`config.mk`:
```
export PLATFORM = sky130hd
export DESIGN_NAME = chan_pipe_array
export DESIGN_NICKNAME = d
export VERILOG_FILES = /design/src/rtl/chan_pipe_array.sv
export SDC_FILE = /design/constraint.sdc
export NUM_CORES = 1
export LEC_CHECK = 0
export BUFFER_PORTS_ARGS = -buffer_cell sky130_fd_sc_hd__buf_4
export CAP_MARGIN = 20
export CORE_UTILIZATION = 50
export DETAILED_ROUTE_END_ITERATION = 16
export GPL_ROUTABILITY_DRIVEN = 0
export PLACE_DENSITY = 0.69
export SYNTH_ARGS = -nofsm -noshare
export SYNTH_HDL_FRONTEND = slang
export SYNTH_SLANG_ARGS = --single-unit
```
`constraint.sdc`:
```
create_clock -name clk -period 64.3 [get_ports clk]
set_input_delay 3.215 -clock clk [delete_from_list [all_inputs] [get_ports clk]]
set_output_delay 3.215 -clock clk [all_outputs]
set_load 0.01 [all_outputs]
```
`src/rtl/chan_pipe_array.sv`:
```
// Collects CHANNELS words into a frame, then pushes each channel through a STAGES-deep op pipeline and XOR-combines them.
// Latency: the output is valid STAGES edges after the frame's last word is accepted. Optional out_parity port: CHAN_PIPE_PARITY_EN.
// Backpressure: the whole pipeline freezes on out_valid && !out_ready. Input stalls (in_ready low) while a full frame waits to issue.
module chan_pipe_array #(
    parameter int          WIDTH    = 32,
    parameter int          CHANNELS = 5,
    parameter int          STAGES   = 5,
    parameter logic [63:0] KEY      = 64'h0000_0000_A5A5_A5A5
) (
    input  logic                clk,
    input  logic                rst,
    input  logic [WIDTH-1:0]    in_data,
    input  logic                in_valid,
    output logic                in_ready,
    input  logic [CHANNELS-1:0] chan_en,
    output logic [WIDTH-1:0]    out_data,
    output logic                out_valid,
    input  logic                out_ready,
`ifdef CHAN_PIPE_PARITY_EN
    output logic                out_parity,
`endif
    output logic [15:0]         frame_cnt
);

    localparam int              CW    = (CHANNELS > 1) ? $clog2(CHANNELS) : 1;
    localparam logic [WIDTH-1:0] KEY_W = KEY[WIDTH-1:0];

    logic [WIDTH-1:0]  r_slot [CHANNELS];
    logic [CW-1:0]     r_slot_cnt;
    logic              r_frame_full;
    logic [WIDTH-1:0]  r_dat [CHANNELS][STAGES];
    // Per-channel enable rides alongside the data so a disabled lane stays zero through every op.
    logic [STAGES-1:0] r_en [CHANNELS];
    logic [STAGES-1:0] r_vld;
    logic [15:0]       r_frame_cnt;

    logic              w_advance;
    logic              w_issue;
    logic              w_accept;
    logic [WIDTH-1:0]  w_out_data;

    function automatic logic [WIDTH-1:0] f_op(input int sel, input logic [WIDTH-1:0] d);
        case (sel)
            0:       f_op = ~d;
            1:       f_op = {d[WIDTH-2:0], d[WIDTH-1]};
            default: f_op = d ^ KEY_W;
        endcase
    endfunction

    assign w_advance = !r_vld[STAGES-1] || out_ready;
    assign w_issue   = r_frame_full && w_advance;
    assign w_accept  = in_valid && !r_frame_full;

    always_ff @(posedge clk) begin
        if (rst) begin
            r_slot_cnt   <= '0;
            r_frame_full <= 1'b0;
            for (int j = 0; j < CHANNELS; j++) r_slot[j] <= '0;
        end else if (w_accept) begin
            for (int j = 0; j < CHANNELS; j++) begin
                if (r_slot_cnt == CW'(j)) r_slot[j] <= in_data;
            end
            if (r_slot_cnt == CW'(CHANNELS - 1)) begin
                r_slot_cnt   <= '0;
                r_frame_full <= 1'b1;
            end else begin
                r_slot_cnt <= r_slot_cnt + 1'b1;
            end
        end else if (w_issue) begin
            r_frame_full <= 1'b0;
        end
    end

    always_ff @(posedge clk) begin
        if (rst) begin
            r_vld <= '0;
            for (int c = 0; c < CHANNELS; c++) begin
                r_en[c] <= '0;
                for (int s = 0; s < STAGES; s++) r_dat[c][s] <= '0;
            end
        end else if (w_advance) begin
            r_vld[0] <= w_issue;
            for (int s = 1; s < STAGES; s++) r_vld[s] <= r_vld[s-1];
            for (int c = 0; c < CHANNELS; c++) begin
                r_en[c][0]  <= w_issue && chan_en[c];
                r_dat[c][0] <= (w_issue && chan_en[c]) ? f_op(c % 3, r_slot[c]) : '0;
                for (int s = 1; s < STAGES; s++) begin
                    r_en[c][s]  <= r_en[c][s-1];
                    r_dat[c][s] <= r_en[c][s-1] ? f_op((c + s) % 3, r_dat[c][s-1]) : '0;
                end
            end
        end
    end

    always_ff @(posedge clk) begin
        if (rst) begin
            r_frame_cnt <= '0;
        end else if (r_vld[STAGES-1] && out_ready) begin
            r_frame_cnt <= r_frame_cnt + 16'd1;
        end
    end

    always_comb begin
        w_out_data = '0;
        for (int c = 0; c < CHANNELS; c++) w_out_data = w_out_data ^ r_dat[c][STAGES-1];
    end

    assign out_data  = w_out_data;
    assign out_valid = r_vld[STAGES-1];
    assign in_ready  = !r_frame_full;
    assign frame_cnt = r_frame_cnt;
`ifdef CHAN_PIPE_PARITY_EN
    assign out_parity = ^w_out_data;
`endif

endmodule

```
Yosys cells after proc, flatten, opt, wreduce, memory -nomap -nowiden --
Memory sizes are Yosys's and may differ from the RTL's. Index checks and enable logic that the tools add are counted.
Word-level totals: flip-flop bits (word level) 25, latch bits 0, memory bits (writable) 985, bits in read-only memories 0, output and inout port bits 50, logic and storage cells 262, memories 3
Memory list:
- r_dat | depth 5, width 160, read ports 5, clocked after memory_dff 0, wr ports 5, RTL line 31 | logic [WIDTH-1:0] r_dat [CHANNELS][STAGES];
- r_slot | depth 5, width 32, read ports 5, clocked after memory_dff 0, wr ports 5, RTL line 28 | logic [WIDTH-1:0] r_slot [CHANNELS];
- r_en | depth 5, width 5, read ports 5, clocked after memory_dff 0, wr ports 5, RTL line 33 | logic [STAGES-1:0] r_en [CHANNELS];
Cells by class: $add $sub $neg 2, multiply operators 0, div/mod/pow operators 0, order comparisons 0, equality and inequality tests 5, shift-type cells 0, multiplexer cells 159, bitwise gates (word level) 75, reduce and logical (&&, ||, !) cells 14
Operators by type and width (count):
- 32-bit 2-to-1 mux | 105
- 32-bit inverter | 8
- 16-bit inverter | 8
- 32-bit bitwise XOR | 4
- 1-bit bitwise OR | 55
- 1-bit 2-to-1 mux | 53
- 16-bit by 1-bit adder with 16-bit output (second input constant) | 1
- 1-bit logical AND | 8
- 3-bit by 2-bit == test with 1-bit output (second input constant) | 2
- 3-bit by 1-bit adder with 3-bit output (second input constant) | 1
- 3-bit by 1-bit == test with 1-bit output (second input constant) | 1
- 3-bit == test (second input constant) | 1
- 3-bit zero test | 1
- 3-bit 2-to-1 mux | 1
- 1-bit zero test | 2
- 2-bit by 1-bit inequality test with 1-bit output (second input constant) | 1
- 2-bit AND reduction | 1
- 2-bit nonzero test | 1
- 1-bit logical OR | 1

Longest topological paths before layout --
Gate-level depths: netlist of run 1.
depth in word-level cells 6, depth in mapped cells 7

Worst setup path before layout of run 1 --
Ideal clock, no wire load.
path type in2reg, from input rst, to memory r_dat[0][0] (netlist bit), enable pin, library setup time 1.340 ns, data arrival time 23.343 ns, path slack 39.617 ns, stages 3, buffers on the path 2, cells stage by stage clkbuf_1 -> clkbuf_1 -> nand2b_1
RTL lines:
- start: declaration | RTL line 11 | input logic rst,
- end: declaration | RTL line 31

==> flow_summary.ini, run 1 <==
[die]
die_w_um = 273
boundaryPins = 91
die_area_um2 = 74600
core-area_um2 = 72800
placement_rows = 99
initial_utilization_pct = 50.4
die_y_um = 273

[clock_network]
cts_hold_buffers = 0
ctsHtreeMaxLevel = 3
cts_made_buffers = 93
deepest_clock_path_buffer_count = 3
insertion_delay_ns = 0.66
clockRootBuffer = sky130_fd_sc_hd__clkbuf_16
tritoncts = done
clock_sink_count = 1005
clkSlewWorstSetupHoldPaths_ns = 0.06
post_cts.resized_instances = 0
post-cts-setup-buffer-count = 0

[outcome]
run_status = finished, final reports clean

[min_path]
worst_hold_path.endpoint = r_vld[0]$_SDFFE_PP0N_
hold_start = r_vld[0]$_SDFFE_PP0N_
hold_depth = 2
timing.hold.worst.class = reg2reg

[grt]
gr-total-overflow = 0
grt_first_pass_wirelength_um = 102000
global_route.usage.total_pct = 18.1
maximum_number_of_pins_on_one_net_before_global_route_repair = 225
initial_antenna_violation_count = 1
first_global_vias = 16955

[detailed_routing]
wl_per_cell_um = 20.0
first_iter_violations = 1863
detail_route.wirelength_um = 67200
antenna_violating_nets_post_route = 0
route.vias.total = 17462
post_drt_via_cell_ratio = 5.20
drt_pre_antenna_iters = 5
detail_route.drc_violations = 0

[critical_path]
cp_data_required_time_ns = 64.58
crit_path_end_kind = flip-flop
critical_path_arrival_ns = 7.48
critical_path.max_fanout = 224
reg2reg_to = r_dat[0][16]$_SDFFCE_PN0P_
timing.setup.critical_path_class = in2reg
setup.worst_path.start_class = primary input
ff2ff_path_depth = 6
regToRegSetupSlack_ns = 59.43
r2r_start = r_vld[4]$_SDFFE_PP0N_

[yosys]
synth_seq_area_share_pct = 81.5
post_synthesis_instance_area_um2 = 36700
postSynth.topFlopCell = sky130_fd_sc_hd__edfxtp_1
ys_ff_latch = 1005
synth-warning-count = 0
synth_async_sr_flop_share_pct = 0
synth_net_count = 2275
syn_inst = 2228
avgSynthCellArea_um2 = 16.5
netlist-cell-type-count = 37
synth_edf_count = 980

[sta]
clock_skew_ns = 0.0253
timing.final.crit_period_ns = 7.20
final_report_setup_violation_count = 0
fmax_mhz = 139
tightestPinTransition_ns = 1.29
report.final.slew_viol_count = 0
whs_ns = 0.501
final.period_utilization_pct = 11.2
report.final.hold_viol_count = 0
relSlewSlack_pct = 14.3
rsz_0062_raised_after_global_routing = no
timing.final.ws_setup_ns = 57.10
final.setup.tns_ns = 0

[place]
port_buffers = 90
post-place-ws_ns = 56.41
post-place-cells = 3185
placed_area_um2 = 38400
dpl.hpwl_um = 41100

[run]
cap_viol_max_count = 0

[finish]
multi_input_area_um2 = 6220
layout_commonest_cell = sky130_fd_sc_hd__edfxtp_1
seq_area_um2 = 29900
fillCellCount = 5395
instances_no_fill = 3359
post_route_cells_drive_above_1_share_pct = 11.2
postLayoutCellArea_um2 = 41600
mostFrequentLayoutCells = 980 x sky130_fd_sc_hd__edfxtp_1, 409 x sky130_fd_sc_hd__nor2_1, 340 x sky130_fd_sc_hd__and3_1
num-nets-final = 2371
antenna_cells = 0
area_delta_synth_final_pct = 13.2

[power]
p_leak_nw = 18.7
power.ir.vdd_worst_uv = 19.1
power_density_nw_per_um2 = 31.0
==> layer usage <==
layer  up-vias  track usage [%]  share of wire, %
li1       8258                -                 -
met1      8566             27.8                47
met2       557             26.8                45
met3        81             2.82               6.3
met4         0             5.19               1.6
met5         -                0                 0
==> where the power goes <==
group / switching [mW] / internal, mW
clock: 0.229 / 0.326
sequential: 0.00193 / 0.718
combinational: 0.00938 / 0.00325
total: 0.241 / 1.05
==> flip-flops by register name, indices dropped and copies added (netlist names) <==
register	count
r_vld	5
r_frame_full	1
r_slot	160
frame_cnt	16
r_dat	800
r_slot_cnt	3
r_en	20
==> final cells by class <==
class | count | share of cell area (%)
clock buffers | 111 | 5.81
clock inverters | 60 | 1.68
inverters | 19 | 0.172
multi-input cells | 1087 | 15.0
flip-flops and latches | 1005 | 72.0
well taps | 959 | 2.89
repair buffers | 118 | 2.49
==> critical path, cell delays in order <==
cell                       delay (ns)
sky130_fd_sc_hd__buf_4           0.34
sky130_fd_sc_hd__nand2b_4        0.87
sky130_fd_sc_hd__buf_12          0.72
sky130_fd_sc_hd__buf_4           0.95
sky130_fd_sc_hd__buf_4           0.96
==> cell usage after synthesis, types with 4 or more instances <==
master,number,share of area (%)
sky130_fd_sc_hd__edfxtp_1,980,80
sky130_fd_sc_hd__nor2_1,409,4.2
sky130_fd_sc_hd__and3_1,340,5.8
sky130_fd_sc_hd__xnor2_1,131,3.1
sky130_fd_sc_hd__and2_1,117,2.0
sky130_fd_sc_hd__clkbuf_1,62,0.63
sky130_fd_sc_hd__buf_2,40,0.54
sky130_fd_sc_hd__dfxtp_1,25,1.4
sky130_fd_sc_hd__inv_1,19,0.19
sky130_fd_sc_hd__nand2_1,11,0.11
sky130_fd_sc_hd__clkbuf_2,10,0.14
sky130_fd_sc_hd__a21oi_1,9,0.12
sky130_fd_sc_hd__nand2_2,7,0.12
sky130_fd_sc_hd__nand4_1,7,0.12
sky130_fd_sc_hd__xor2_1,7,0.17
sky130_fd_sc_hd__ha_1,6,0.20
sky130_fd_sc_hd__nand3_1,6,0.082
sky130_fd_sc_hd__o21ai_0,5,0.068
sky130_fd_sc_hd__mux2i_1,4,0.11
sky130_fd_sc_hd__or3_1,4,0.068
==> how the worst max path moves through the flow <==
stage,from,endpoint,cells past startpoint
finish,rst,r_dat[0][16]$_SDFFCE_PN0P_,5
global route,rst,r_dat[0][206]$_SDFFCE_PN0P_,5
CTS,rst,r_dat[0][368]$_SDFFCE_PN0P_,5
detailed placement,rst,r_dat[0][178]$_SDFFCE_PN0P_,5
global placement,rst,r_dat[0][176]$_SDFFCE_PN0P_,5
floorplan,rst,r_dat[0][0]$_SDFFCE_PN0P_,3
==> kinds of logic after synthesis <==
family                     after synthesis  share of synthesized area (%)
adders and majority gates                6                          0.204
and+or+nand+nor                        919                           12.9
AOI/OAI and AO/OA                       19                          0.330
xor gates and xnor gates               138                           3.29
muxes                                    5                          0.140
DFF                                   1005                           81.5
buffers and inverters                  136                           1.62
==> per-stage QoR <==
step / util [%] / power, mW
4_1_cts: 57.0 / 1.30
6_report: 57.1 / 1.29
3_5_place_dp: 52.7 / 0.746
2_1_floorplan: - / 0.740
3_3_place_gp: 52.5 / 0.746
5_1_grt: 57.1 / 1.32
(Power assumes the default switching activity.)
==> run 2, diff against run 1 <==
Settings changed: ABC_AREA from default to 1, PLACE_DENSITY 0.69 to 0.72.
Clock period 64.3 ns to 6.4 ns, I/O delays scaled along.
==> flow_summary.ini, run 2 <==
[critical_path]
cpPeakStageDelay_ns = 0.89
crit_path_end_kind = flip-flop
timing.setup.critical_path_class = in2reg
path_common_cell = sky130_fd_sc_hd__buf_4
critical_path.max_fanout = 94
crit_chain = dlygate4sd3_1, buf_4, inv_1, nand2_8, buf_4
critPathSlowestCell = sky130_fd_sc_hd__buf_4
setup.worst_path.start_class = primary input
cp_data_required_time_ns = 6.66
critical_path_arrival_ns = 3.12

[detailed_routing]
top_signal_layer_used = met5
wl_met2_um = 34100
detail_route.wirelength.met1_um = 29000
wl_per_cell_um = 17.4
first_iter_violations = 1852
post_drt_via_cell_ratio = 4.82
met3_layer_wire_length_in_the_routed_design_um = 5510
drt_pre_antenna_iters = 7
detail_route.wirelength_um = 70400
detail_route.drc_violations = 0
antenna_violating_nets_post_route = 0
route.vias.total = 19506

[clock_network]
deepest_clock_path_buffer_count = 3
clkSlewWorstSetupHoldPaths_ns = 0.06
cts_made_buffers = 98
ctsHtreeMaxLevel = 3
post-cts-setup-buffer-count = 0
tritoncts = done
clock_sink_count = 1005
clockRootBuffer = sky130_fd_sc_hd__clkbuf_16
insertion_delay_ns = 0.64

[yosys]
yosys.area.top_type_share_pct = 77.6
synth_top_cells_by_count = 980 x sky130_fd_sc_hd__edfxtp_1, 836 x sky130_fd_sc_hd__nor2_1, 534 x sky130_fd_sc_hd__inv_1
synthDominantAreaCellType = sky130_fd_sc_hd__edfxtp_1
synth_async_sr_flop_share_pct = 0
synth_seq_area_share_pct = 78.9
ys_ff_latch = 1005
synthTopCellsByArea = sky130_fd_sc_hd__edfxtp_1 78%, sky130_fd_sc_hd__nor2_1 8.3%, sky130_fd_sc_hd__inv_1 5.3%
syn_inst = 2871
synth-warning-count = 0
avgSynthCellArea_um2 = 13.2
post-synth-top-count-cell = sky130_fd_sc_hd__edfxtp_1
synth_edf_count = 980
synth_net_count = 2918
postSynth.topFlopCell = sky130_fd_sc_hd__edfxtp_1
netlist-cell-type-count = 27
post_synthesis_instance_area_um2 = 37900

[finish]
num-nets-final = 3046
layout_commonest_cell = sky130_fd_sc_hd__edfxtp_1
post_route_cells_drive_above_1_share_pct = 10.1
registers.top_by_ff_count = r_dat
area_delta_synth_final_pct = 12.3
antenna_cells = 0
largest_reg_flops = 800
instances_no_fill = 4046
mostFrequentLayoutCells = 980 x sky130_fd_sc_hd__edfxtp_1, 836 x sky130_fd_sc_hd__nor2_1, 534 x sky130_fd_sc_hd__inv_1
reg_top3 = r_dat x800, r_slot x160, r_en x20

[sta]
report.final.hold_viol_count = 0
relSlewSlack_pct = 25.5
report.final.slew_viol_count = 0
timing.final.crit_period_ns = 2.87
fmax_mhz = 349
rsz_0062_raised_after_global_routing = no
final.period_utilization_pct = 44.8
final_report_setup_violation_count = 0
final.setup.tns_ns = 0
tightestPinTransition_ns = 1.11
clock_skew_ns = 0.0156

[die]
placement_rows = 100
die_area_um2 = 77000
die_y_um = 277
core-area_um2 = 74700
boundaryPins = 91
initial_utilization_pct = 50.8
die_w_um = 277

[place]
dpl.hpwl_um = 37200
port_buffers = 90
post-place-cells = 3866

[min_path]
timing.hold.worst.class = in2reg

[grt]
grt_first_pass_wirelength_um = 107000
global_route.usage.total_pct = 18.6
first_global_vias = 19038
initial_antenna_violation_count = 2
gr-total-overflow = 0
maximum_number_of_pins_on_one_net_before_global_route_repair = 164

[outcome]
run_status = finished, final reports clean

[run]
cap_viol_max_count = 0

[power]
p_leak_nw = 18.1
power.ir.vdd_worst_uv = 185
power_density_nw_per_um2 = 305
==> run 2: final timing paths <==
kind                                            start                     endpoint  slack, ns  cells after the start
worst min register to register  r_vld[2]$_SDFFE_PP0N_        r_vld[3]$_SDFFE_PP0N_       0.48                      2
worst max-delay path                              rst    r_dat[0][8]$_SDFFCE_PN0P_       3.53                      5
worst max register to register  r_vld[4]$_SDFFE_PP0N_  r_dat[0][671]$_SDFFCE_PN0P_       3.70                      4
worst min-delay path                      in_data[11]      r_slot[1][11]$_DFFE_PP_       0.06                      3
==> run 2: layout make-up <==
class | count | area (um^2)
clock buffers | 113 | 2570
inverters | 536 | 2010
well taps | 969 | 1210
multi-input cells | 1247 | 5420
flip-flops and latches | 1005 | 29900
clock inverters | 65 | 542
fillers | 5582 | 32100
repair buffers | 111 | 911
==> run 2: cells by family (layout without fill, tap and decap cells) <==
group	count (synthesis)	after routing	share of synthesized area [%]
xor+xnor	66	66	1.52
buf+inv	619	825	7.05
fa+ha+maj	6	6	0.198
compound gates	31	31	0.442
flops	1005	1005	78.9
simple gates	1144	1144	11.9
==> run 2: what timing repair did <==
action | in CTS | in global routing
hold buffers | 1 | 0
endpoints found under the hold margin | 5 | 0
resized for setup | 0 | 0
==> run 2: report_power, final <==
group          leakage (nW)  internal [mW]  switching (mW)  total (mW)
registers              12.0           7.23          0.0236        7.25
logic                  4.62         0.0368           0.115       0.152
clock network          1.52           3.23            2.34        5.57
==> run 2: worst max-delay path, delay by kind of cell <==
| family | cells | cell delay (ns) |
|---|---|---|
| buffers and inverters | 4 | 1.97 |
| AND/OR/NAND/NOR | 1 | 0.71 |
==> run 2: through the flow <==
step / total power, mW / instance area, um^2 / utilization (%) / setup WS [ns] / hold slack [ns]
floorplan: 7.46 / 37900 / - / 1.83 / 0.449
global placement: 7.54 / 39400 / 52.8 / 3.40 / 0.459
detailed placement: 7.55 / 39500 / 52.8 / 3.42 / 0.466
CTS: 13.1 / 42600 / 57.0 / 3.55 / 0.0223
global route: 13.3 / 42600 / 57.0 / 3.33 / 0.0740
finish: 13.0 / 42600 / 57.0 / 3.53 / 0.0553
==> run 2: metal layers <==
layer / track usage (%) / vias to the layer above
li1: - / 9454
met1: 24.8 / 9316
met2: 30.8 / 614
met3: 3.38 / 118
met4: 6.47 / 4
met5: 0 / -
==> run 3, diff against run 2 <==
Clock period 6.4 ns to 2.3 ns, I/O delays scaled along.
==> flow_summary.ini, run 3 (synthesis results as in run 2) <==
[finish]
mostFrequentLayoutCells = 980 x sky130_fd_sc_hd__edfxtp_1, 835 x sky130_fd_sc_hd__nor2_1, 532 x sky130_fd_sc_hd__inv_1
num-nets-final = 3124
registers.top_by_ff_count = r_dat
largest_reg_flops = 800
antenna_cells = 0
layout_commonest_cell = sky130_fd_sc_hd__edfxtp_1
post_route_cells_drive_above_1_share_pct = 10.9
reg_top3 = r_dat x800, r_slot x160, r_en x20
area_delta_synth_final_pct = 14.8

[die]
boundaryPins = 91
placement_rows = 100
initial_utilization_pct = 50.8
core-area_um2 = 74700
die_area_um2 = 77000
die_y_um = 277
die_w_um = 277

[critical_path]
path_delay_family = simple AND/OR/NAND/NOR gates
critical_path.max_fanout = 24
reg2reg_to = r_dat[0][133]$_SDFFCE_PN0P_
crit_path_end_kind = flip-flop
startpoint = r_vld[4]$_SDFFE_PP0N_
ff2ff_path_depth = 8
cpPeakStageDelay_ns = 0.41
crit_chain = inv_2, nor2_4, nor2_4, inv_2, nor2_8, nand2_4, buf_4, nor2_1
r2r_start = r_vld[4]$_SDFFE_PP0N_
setup.worst_path.start_class = flip-flop
regToRegSetupSlack_ns = 0.20
critical_path_arrival_ns = 2.61
critPathSlowestCell = sky130_fd_sc_hd__nor2_4
cp_data_required_time_ns = 2.80
cp.buffers_inverters = 3
timing.setup.critical_path_class = reg2reg

[grt]
gr-total-overflow = 0
maximum_number_of_pins_on_one_net_before_global_route_repair = 114
global_route.usage.total_pct = 18.9
grt_first_pass_wirelength_um = 110000
first_global_vias = 19479
initial_antenna_violation_count = 1

[power]
power_density_nw_per_um2 = 834
power.ir.vdd_worst_uv = 571
post-layout-total-power_mw = 36.3
p_leak_nw = 18.6

[detailed_routing]
drt_pre_antenna_iters = 5
antenna_violating_nets_post_route = 0
detail_route.wirelength_um = 71700
post_drt_via_cell_ratio = 4.77
detail_route.drc_violations = 0
first_iter_violations = 1732
wl_per_cell_um = 17.4
route.vias.total = 19677

[clock_network]
clockRootBuffer = sky130_fd_sc_hd__clkbuf_16
post-cts-setup-buffer-count = 0
ctsHtreeMaxLevel = 3
clkSlewWorstSetupHoldPaths_ns = 0.06
tritoncts = done
clock_sink_count = 1005
cts_hold_buffers = 35
deepest_clock_path_buffer_count = 3
cts_made_buffers = 94
insertion_delay_ns = 0.65
post_cts.resized_instances = 0

[outcome]
run_status = finished, final reports clean

[min_path]
worst_hold_path.endpoint = r_en[0][0]$_SDFFCE_PN0P_
hold_depth = 3
hold_start = chan_en[0]
timing.hold.worst.class = in2reg

[sta]
timing.final.crit_period_ns = 2.10
fmax_mhz = 475
tightestPinTransition_ns = 0.997
whs_ns = 0.100
relSlewSlack_pct = 33.6
final.period_utilization_pct = 91.5
report.final.slew_viol_count = 0
final_report_setup_violation_count = 0
report.final.hold_viol_count = 0
clock_skew_ns = 0.0200
final.setup.tns_ns = 0
rsz_0062_raised_after_global_routing = no

[run]
cap_viol_max_count = 0

[place]
port_buffers = 90
dpl.hpwl_um = 41200
-- run 3: changes by cell type in the layout (fill, tap and decap cells not counted), moves of 6 or more --
cell                            change
sky130_fd_sc_hd__buf_4             +27
sky130_fd_sc_hd__nand2_2           -20
sky130_fd_sc_hd__nand2_1           +20
sky130_fd_sc_hd__clkbuf_16          -6
sky130_fd_sc_hd__dlygate4sd3_1     +34
sky130_fd_sc_hd__buf_12            +21
-- run 3: metrics by stage --
| step | utilization, % | std cells | setup WS (ns) | area (um^2) |
|---|---|---|---|---|
| CTS | 58.3 | 4125 | 0.188 | 43500 |
| finish | 58.3 | 4125 | 0.195 | 43500 |
| detailed placement | 53.6 | 3915 | 0.206 | 40100 |
| floorplan | - | 2871 | -1.91 | 38000 |
| global placement | 53.6 | 3915 | 0.249 | 40100 |
| global route | 58.3 | 4125 | 0.0403 | 43500 |
-- run 3: worst reg2reg max path: stages (launching register included) --
cell and delay (ns):
sky130_fd_sc_hd__dfxtp_2 0.33, sky130_fd_sc_hd__inv_2 0.06, sky130_fd_sc_hd__nor2_4 0.06, sky130_fd_sc_hd__nor2_4 0.41, sky130_fd_sc_hd__inv_2 0.18, sky130_fd_sc_hd__nor2_8 0.22
sky130_fd_sc_hd__nand2_4 0.32, sky130_fd_sc_hd__buf_4 0.29, sky130_fd_sc_hd__nor2_1 0.09
-- run 3: layout make-up --
class / instances / area, um^2
fillers: 5452 / 31200
flip-flops and latches: 1005 / 29900
multi-input cells: 1247 / 5370
clock buffers: 107 / 2420
inverters: 536 / 2010
repair buffers: 193 / 1870
well taps: 969 / 1210
clock inverters: 68 / 717
-- run 3: report_power, final --
group	switching, mW	internal [mW]
Clock	6.57	9.07
Combinational	0.310	0.153
Sequential	0.0805	20.1
-- run 3: worst max-delay path by stage --
stage	endpoint	slack [ns]	cells past startpoint
finish	r_dat[0][133]$_SDFFCE_PN0P_	0.20	8
floorplan	r_dat[0][0]$_SDFFCE_PN0P_	-1.91	3
detailed placement	r_dat[0][133]$_SDFFCE_PN0P_	0.21	8
global route	r_dat[0][133]$_SDFFCE_PN0P_	0.04	8
CTS	r_dat[0][136]$_SDFFCE_PN0P_	0.19	8
global placement	r_dat[0][132]$_SDFFCE_PN0P_	0.25	8
-- run 3: metal layers --
layer / vias to the layer above / wire [um] / global-route usage, %
li1: 9614 / - / -
met1: 9327 / 29800 / 25.1
met2: 605 / 35100 / 31.7
met3: 129 / 4810 / 3.23
met4: 2 / 1990 / 6.44
met5: - / 10 / 0
